==> src/rtl/regfile_seq_pkg.sv <==
// Package: regfile_seq_pkg
// Purpose : Shared opcode encodings, sequencer state encoding and default
//           widths for the regfile_seq command sequencer.
package regfile_seq_pkg;

  localparam int DEF_NUM_REGS = 16;
  localparam int DEF_DATA_W   = 32;
  localparam int DEF_ADDR_W   = 8;

  // Opcodes 5..7 are left unnamed on purpose; they decode as illegal.
  typedef enum logic [2:0] {
    OP_READ      = 3'd0,
    OP_WRITE_IMM = 3'd1,
    OP_COPY      = 3'd2,
    OP_SWAP      = 3'd3,
    OP_CLEAR     = 3'd4
  } op_e;

  typedef enum logic [2:0] {
    S_IDLE,
    S_EXEC,
    S_WR_A,
    S_WR_B,
    S_CLR,
    S_RSP
  } state_e;

  function automatic logic op_is_legal(input logic [2:0] op);
    return op <= OP_CLEAR;
  endfunction

endpackage

==> src/rtl/regfile_seq.sv <==
// Module : regfile_seq
// Purpose: Command-driven initiator for a 2-read/1-write register file.
//          Accepts one command at a time, sequences the file's pins through
//          READ / WRITE_IMM / COPY / SWAP / CLEAR, and returns the operands'
//          pre-op values on a valid/ready response channel.
// Ports  :
//   clk, rst                      clock, synchronous active-high reset
//   cmd_valid/cmd_ready           command handshake
//   cmd_op, cmd_ra, cmd_rb, cmd_imm   command fields
//   rsp_valid/rsp_ready           response handshake
//   rsp_d0, rsp_d1, rsp_err       pre-op values of ra/rb, error flag
//   rf_in, rf_addr0, rf_addr1, rf_ctrw   register-file drive
//   rf_out0, rf_out1              register-file read data (combinational)
// Config : define REGFILE_SEQ_BOUNDS_CHECK_EN to reject commands whose used
//          addresses are >= NUM_REGS (no writes, rsp_err=1).
module regfile_seq
  import regfile_seq_pkg::*;
#(
  parameter int NUM_REGS = DEF_NUM_REGS,
  parameter int DATA_W   = DEF_DATA_W,
  parameter int ADDR_W   = DEF_ADDR_W
) (
  input  logic              clk,
  input  logic              rst,
  input  logic              cmd_valid,
  output logic              cmd_ready,
  input  logic [2:0]        cmd_op,
  input  logic [ADDR_W-1:0] cmd_ra,
  input  logic [ADDR_W-1:0] cmd_rb,
  input  logic [DATA_W-1:0] cmd_imm,
  output logic              rsp_valid,
  input  logic              rsp_ready,
  output logic [DATA_W-1:0] rsp_d0,
  output logic [DATA_W-1:0] rsp_d1,
  output logic              rsp_err,
  output logic [DATA_W-1:0] rf_in,
  output logic [ADDR_W-1:0] rf_addr0,
  output logic [ADDR_W-1:0] rf_addr1,
  output logic              rf_ctrw,
  input  logic [DATA_W-1:0] rf_out0,
  input  logic [DATA_W-1:0] rf_out1
);

  localparam logic [ADDR_W-1:0] LAST_REG = ADDR_W'(NUM_REGS - 1);

  state_e              r_state;
  state_e              w_next_state;
  logic [2:0]          r_op;
  logic [ADDR_W-1:0]   r_ra;
  logic [ADDR_W-1:0]   r_rb;
  logic [DATA_W-1:0]   r_imm;
  logic [DATA_W-1:0]   r_t0;
  logic [DATA_W-1:0]   r_t1;
  logic                r_err;
  logic [ADDR_W-1:0]   r_cnt;
  logic                w_err;
  logic                w_oob;

`ifdef REGFILE_SEQ_BOUNDS_CHECK_EN
  logic w_uses_rb;
  // CLEAR ignores ra/rb entirely, WRITE_IMM only uses ra.
  assign w_uses_rb = (r_op == OP_READ) || (r_op == OP_COPY) || (r_op == OP_SWAP);
  assign w_oob     = (r_op != OP_CLEAR) &&
                     ((r_ra >= ADDR_W'(NUM_REGS)) || (w_uses_rb && (r_rb >= ADDR_W'(NUM_REGS))));
`else
  assign w_oob = 1'b0;
`endif

  assign w_err = !op_is_legal(r_op) || w_oob;

  // NOTE: sequential state uses non-blocking assignments so every register
  // samples pre-edge values; blocking here would create ordering races.
  always_ff @(posedge clk) begin
    if (rst) begin
      r_state <= S_IDLE;
      r_op    <= '0;
      r_ra    <= '0;
      r_rb    <= '0;
      r_imm   <= '0;
      r_t0    <= '0;
      r_t1    <= '0;
      r_err   <= 1'b0;
      r_cnt   <= '0;
    end else begin
      r_state <= w_next_state;
      case (r_state)
        S_IDLE: begin
          if (cmd_valid) begin
            r_op  <= cmd_op;
            r_ra  <= cmd_ra;
            r_rb  <= cmd_rb;
            r_imm <= cmd_imm;
          end
        end
        S_EXEC: begin
          // Pre-op snapshot: these become both the response data and the
          // values written back by COPY/SWAP.
          r_t0  <= rf_out0;
          r_t1  <= rf_out1;
          r_err <= w_err;
        end
        S_CLR:   r_cnt <= (r_cnt == LAST_REG) ? '0 : r_cnt + 1'b1;
        default: ;
      endcase
    end
  end

  always_comb begin
    w_next_state = r_state;
    case (r_state)
      S_IDLE: if (cmd_valid) w_next_state = S_EXEC;
      S_EXEC: begin
        if (w_err) begin
          w_next_state = S_RSP;
        end else begin
          case (r_op)
            OP_WRITE_IMM, OP_COPY, OP_SWAP: w_next_state = S_WR_A;
            OP_CLEAR:                       w_next_state = S_CLR;
            default:                        w_next_state = S_RSP;
          endcase
        end
      end
      S_WR_A:  w_next_state = (r_op == OP_SWAP) ? S_WR_B : S_RSP;
      S_WR_B:  w_next_state = S_RSP;
      S_CLR:   if (r_cnt == LAST_REG) w_next_state = S_RSP;
      S_RSP:   if (rsp_ready) w_next_state = S_IDLE;
      default: w_next_state = S_IDLE;
    endcase
  end

  // NOTE: every output gets a default first so no path through the case
  // leaves one unassigned, which would infer a latch.
  always_comb begin
    rf_addr0 = r_ra;
    rf_addr1 = r_rb;
    rf_in    = '0;
    rf_ctrw  = 1'b0;
    case (r_state)
      S_WR_A: begin
        rf_ctrw = 1'b1;
        rf_in   = (r_op == OP_WRITE_IMM) ? r_imm : r_t1;
      end
      S_WR_B: begin
        rf_ctrw  = 1'b1;
        rf_addr0 = r_rb;
        rf_in    = r_t0;
      end
      S_CLR: begin
        rf_ctrw  = 1'b1;
        rf_addr0 = r_cnt;
      end
      default: ;
    endcase
    // The state register only clears at the edge, so gate the write strobe
    // directly to keep a reset cycle from committing a write.
    if (rst) rf_ctrw = 1'b0;
  end

  assign cmd_ready = (r_state == S_IDLE);
  assign rsp_valid = (r_state == S_RSP);
  assign rsp_d0    = r_t0;
  assign rsp_d1    = r_t1;
  assign rsp_err   = r_err;

endmodule

==> config.mk <==
export PLATFORM = sky130hd
export DESIGN_NAME = regfile_seq
export DESIGN_NICKNAME = d
export VERILOG_FILES = /design/src/rtl/regfile_seq_pkg.sv /design/src/rtl/regfile_seq.sv
export SDC_FILE = /design/constraint.sdc
export NUM_CORES = 1
export LEC_CHECK = 0
export BUFFER_PORTS_ARGS = -buffer_cell sky130_fd_sc_hd__buf_2
export CAP_MARGIN = 20
export CORE_MARGIN = 8
export CORE_UTILIZATION = 51
export CTS_BUF_LIST = sky130_fd_sc_hd__clkbuf_16
export CTS_CLUSTER_DIAMETER = 40
export DETAILED_ROUTE_END_ITERATION = 6
export GPL_TIMING_DRIVEN = 0
export PLACE_DENSITY = 0.88
export SLEW_MARGIN = 20
export SYNTH_ARGS = -nofsm -noshare
export SYNTH_HDL_FRONTEND = slang
export SYNTH_SLANG_ARGS = --single-unit
export TNS_END_PERCENT = 5
==> constraint.sdc <==
create_clock -name clk -period 3.2 [get_ports clk]
set_clock_uncertainty 0.05 [all_clocks]
set_input_delay 0.16 -clock clk [delete_from_list [all_inputs] [get_ports clk]]
set_output_delay 0.16 -clock clk [all_outputs]
set_load 0.02 [all_outputs]
# Word level (Yosys, flattened, before mapping)
# Index checks and enable logic that the tools add are counted.
dict set report op_classes {
  n_lt_le_gt_ge 1
  n_addsub 1
  muxes 13
  reduce_logical 6
  eq_ne 13
}
# operator n
set op_table {}
lappend op_table {{$pmux 32 s2} 1}
lappend op_table {{$mux 32} 1}
lappend op_table {{$pmux 3 s6} 1}
lappend op_table {{$pmux 8 s2} 1}
lappend op_table {{$mux 3} 5}
lappend op_table {{$eq 3x2->1 const B} 4}
lappend op_table {{$eq 3x3->1 const B} 3}
lappend op_table {{$add 8x1->8 const B} 1}
lappend op_table {{$eq 8x4->1 const B} 1}
lappend op_table {{$mux 8} 1}
lappend op_table {{$eq 3x1->1 const B} 2}
lappend op_table {{$pmux 3 s2} 1}
lappend op_table {{$reduce_or 3->1} 2}
lappend op_table {{$ne 2x2->1 const B} 2}
lappend op_table {{$le 3x3->1 const B} 1}
lappend op_table {{$logic_not 3->1} 1}
lappend op_table {{$reduce_and 3->1} 1}
lappend op_table {{$mux 1} 2}
lappend op_table {{$ne 2x1->1 const B} 1}
lappend op_table {{$reduce_and 2->1} 1}
lappend op_table {{$logic_not 1->1} 1}
dict set report totals {
  output_inout_bits 116
  ff_bits 127
  input_bits 119
  wordCells 43
}

# Longest topological paths before layout
dict set report logic_depth {
  word_depth 5
  ltp_mapped 6
  mapped_depth_nobuf 4
}

# Worst setup path before layout
# OpenSTA, ideal clock, no wires.
dict set report synth_timing {
  kind {register to output}
  from {register r_op[0]}
  to {output port rf_in[0]}
  path_buffers 2
  t_arrival_ps 1627
  path_stages_with_launch 6
  slack_ps 1363
  path_cell_list {dfxtp_1 > nor3b_1 > clkbuf_1 > buf_2 > mux2i_1 > o21ai_0}
}
dict set report synth_between {
  elab_chain_cells 3
}
# element line
set synth_rtl {}
lappend synth_rtl {{from (decl)} regfile_seq.sv:48} ;# logic [2:0] r_op;
lappend synth_rtl {{from (signal assigned)} regfile_seq.sv:89} ;# r_op <= cmd_op;
lappend synth_rtl {{$eq 3x1->1} regfile_seq.sv:141} ;# rf_in = (r_op == OP_WRITE_IMM) ? r_imm : r_t1;
lappend synth_rtl {{$mux 32} regfile_seq.sv:141}
lappend synth_rtl {{$pmux 32 s2} regfile_seq.sv:138} ;# case (r_state)
lappend synth_rtl {{to (decl)} regfile_seq.sv:36} ;# output logic [DATA_W-1:0] rf_in,
# No other way between the ends.

# Final worst setup path
dict set report layout_timing {
  from {register r_state[1]}
  to {output port rf_in[15]}
}
dict set report layout_between {
  elab_chain_cells 2
  word_cells_on_any_way 3
  cone_classes {eq/ne (2); mux (1)}
}
# element line
set layout_rtl {}
lappend layout_rtl {{from (decl)} regfile_seq.sv:46} ;# state_e r_state;
lappend layout_rtl {{from (signal assigned)} regfile_seq.sv:85} ;# r_state <= w_next_state;
lappend layout_rtl {{$eq 3x2->1} regfile_seq.sv:138}
lappend layout_rtl {{$pmux 32 s2 *} regfile_seq.sv:138}
# Every way passes the cells marked *; elsewhere a longest branch is shown, timed or not.

==> metrics <==
via/cell ratio about 5.9; filler cell count 601; reg2reg setup slack about 0.77 ns; DRC Markers 2; Num CTS Buffers 17; Static Leak between 3 and 4 nW; synthesized area 5400 um^2; htree depth 4; max-slew violations 0; largest net degree at the start of global routing 17; Routed WL per cell 21.5 um; Hold Crit Start cmd_imm[17]; syn_area_per_cell approximately 7.6 um^2; Layout area overhead 57.9%; die area approximately 14000 um^2; RSZ-0062 raised after global routing false; Core Footprint a little over 10000 um^2; Port Buffers 233; CP Data Required Time between 2 and 3 ns; routing usage on met3 0.0916; total grt overflow 0; Multi-input gate area ~2600 um^2; Clock Path Buffers 2; WP data arrival between 2 and 3 ns; CTS tree built; Most Crowded Layer GR met2; hpwl dp 15400 um; status finished, violations left; Mapped Cells 712; Startpoint Class flop; First DRT Iteration DRCs ~1200; fin worst setup slack between 0.08 and 0.09 ns; layout cell share with drive strength beyond 1 0.257; dpl cells between 1000 and 1500; Final Hold Vio Count 0; final setup violation count 0; dpl ws approximately 0.73 ns; yosys warns 0; CTS root buffer clkbuf_16; EDFF count, synth 0; met1 Usage GRT 0.399; Skew-Pair Late Insertion Delay slightly above 0.4 ns; CP Capture Type output port; crit share post-route 0.975; failing checks design-rule violations; Syn Nets ~830; GRT met2 Usage 0.609; FF+latch count, synth between 100 and 150; vias in the first global route about 7300; via count about 7200; num rows 37; Synth cell types 36; Area after DPL ~6700 um^2; Total Neg Setup Slack 0 ns; maximum vdd drop between 0.5 and 0.6 mV; max frequency 0.321 GHz; reg2reg end rsp_d0[14]; Reg2Reg Launch Point r_state[1]; Chip Width between 100 and 150 um; max-cap viol count 0; Total Wirelength about 26000 um; drt pass-1 iters 7; sink of the worst hold path r_imm[17]; WHS Path Cells 3; crit path time final 3.12 ns; I/O pins around 240; Worst Setup Path Type flop to output port; Seq. cell area about 2500 um^2; nets@finish about 1200; Clock transition at path regs 0.06 ns; GP Congestion roughly 0.90; Synth async-reset ratio 0; Post-DRT Antenna Nets 0; Vert. Die Dim about 120 um; initial core utilization 0.523; sequential fraction of the synthesis area 0.471; PD cells around 660 nW/um^2; GR Util All Layers 0.361; Hold Path Class primary input to flop; initial antenna violation count 2; Least-Margin Pin Slew roughly 0.77 ns; top_reg_cell synth dfxtp_1; CTS sink count between 100 and 150; Layout Cell Area excl Fill about 8500 um^2; R2R depth 6; Rel. slew slack 0.485; Final Power between 5 and 6 mW; global-route wire length before repair ~40000 um; CP max FO 10; Post-Layout Cell Count around 1200
==> worst max-delay path, cell delays in order (launching register included) <==
cell,delay [ns]
dfxtp_1,0.40
and3b_1,0.19
clkbuf_1,0.21
clkbuf_1,0.47
clkbuf_1,0.65
nand2_1,0.19
o21ai_0,0.16
buf_2,0.22
==> cell families (layout without fill, tap and decap cells) <==
kind of cell / count (synthesis) / in the layout / synth area share
DFF: 127 / 127 / 0.471
adders and majority gates: 1 / 1 / 0.00232
buffers and inverters: 60 / 439 / 0.0454
and+or+nand+nor: 307 / 307 / 0.237
muxes: 32 / 32 / 0.0594
AOI/OAI and AO/OA: 185 / 185 / 0.185
other: 0 / 2 / 0
==> routing by layer <==
layer,part of all wire,vias to the layer above
li1,-,3122
met1,0.35,3331
met2,0.48,643
met3,0.11,147
met4,0.061,0
met5,0,-
==> synthesized netlist by cell type (all sizes together), types with 3 or more instances <==
master    n  area, um^2
inv       3        11.3
nor2      4        15.0
clkbuf   39         146
o21ai    38         190
nor3b     4        30.0
a22o      6        52.6
buf      18        87.6
o31ai     3        22.5
or4       3        22.5
nand2   271        1020
a21oi   123         616
a21o      8        60.1
dfxtp   127        2540
a211oi    3        22.5
mux2i    32         320
==> worst max-delay path by stage <==
stage	slack (ns)	end	from	cells after the start
2_1_floorplan	1.36	rf_in[0]	r_op[0]	5
3_3_place_gp	0.71	rf_in[11]	r_state[1]	7
3_5_place_dp	0.73	rf_in[11]	r_state[1]	7
4_1_cts	0.31	rf_in[11]	r_state[1]	7
5_1_grt	0.01	rf_in[15]	r_state[1]	7
6_report	0.08	rf_in[15]	r_state[1]	7
==> power by group <==
part | total [mW] | switching [mW] | leakage [nW] | internal, mW
Clock | 2.13 | 0.752 | 0.306 | 1.38
Combinational | 1.50 | 0.981 | 2.39 | 0.518
Sequential | 1.97 | 0.181 | 1.04 | 1.79
==> timing repair <==
| action | CTS | global route |
|---|---|---|
| resized for setup | 0 | 0 |
| buffers inserted | 0 | 0 |
| hold buffers | 114 | 0 |
| endpoints found under the hold margin | 114 | 0 |
==> flip-flops by register name, indices dropped and copies added (netlist names) <==
signal,count
rf_addr1,8
r_ra,8
r_imm,32
r_state,3
rsp_d1,32
r_cnt,8
rsp_err,1
rsp_d0,32
r_op,3
==> area by class of cell <==
class / count / area share
antenna: 2 / 0.000587
clock inverter: 15 / 0.0257
buffer: 57 / 0.0275
sequential: 127 / 0.298
inverter: 3 / 0.00132
multi-input combinational: 525 / 0.306
clock buffer: 17 / 0.0499
tap: 136 / 0.0200
timing repair buffer: 347 / 0.271
==> per-stage QoR <==
stage               hold WS, ns   util
CTS                     0.00788  0.825
floorplan                 0.246      -
global route             0.0130  0.826
global placement          0.350  0.652
detailed placement        0.356  0.652
finish                   0.0157  0.826
==> cell usage in the layout (no fill, tap or decap), types with 3 or more instances in the layout <==
cell,instances
clkbuf_16,17
inv_1,4
mux2i_1,32
nor2_1,4
bufinv_16,5
a211oi_1,3
o21ai_0,38
o31ai_1,3
nor3b_1,4
buf_2,249
clkinv_4,3
nand2_1,271
clkinvlp_4,3
a22o_1,6
dlygate4sd3_1,114
a21o_1,8
clkbuf_1,39
a21oi_1,123
or4_1,3
dfxtp_1,127
(Power assumes the default switching activity.)
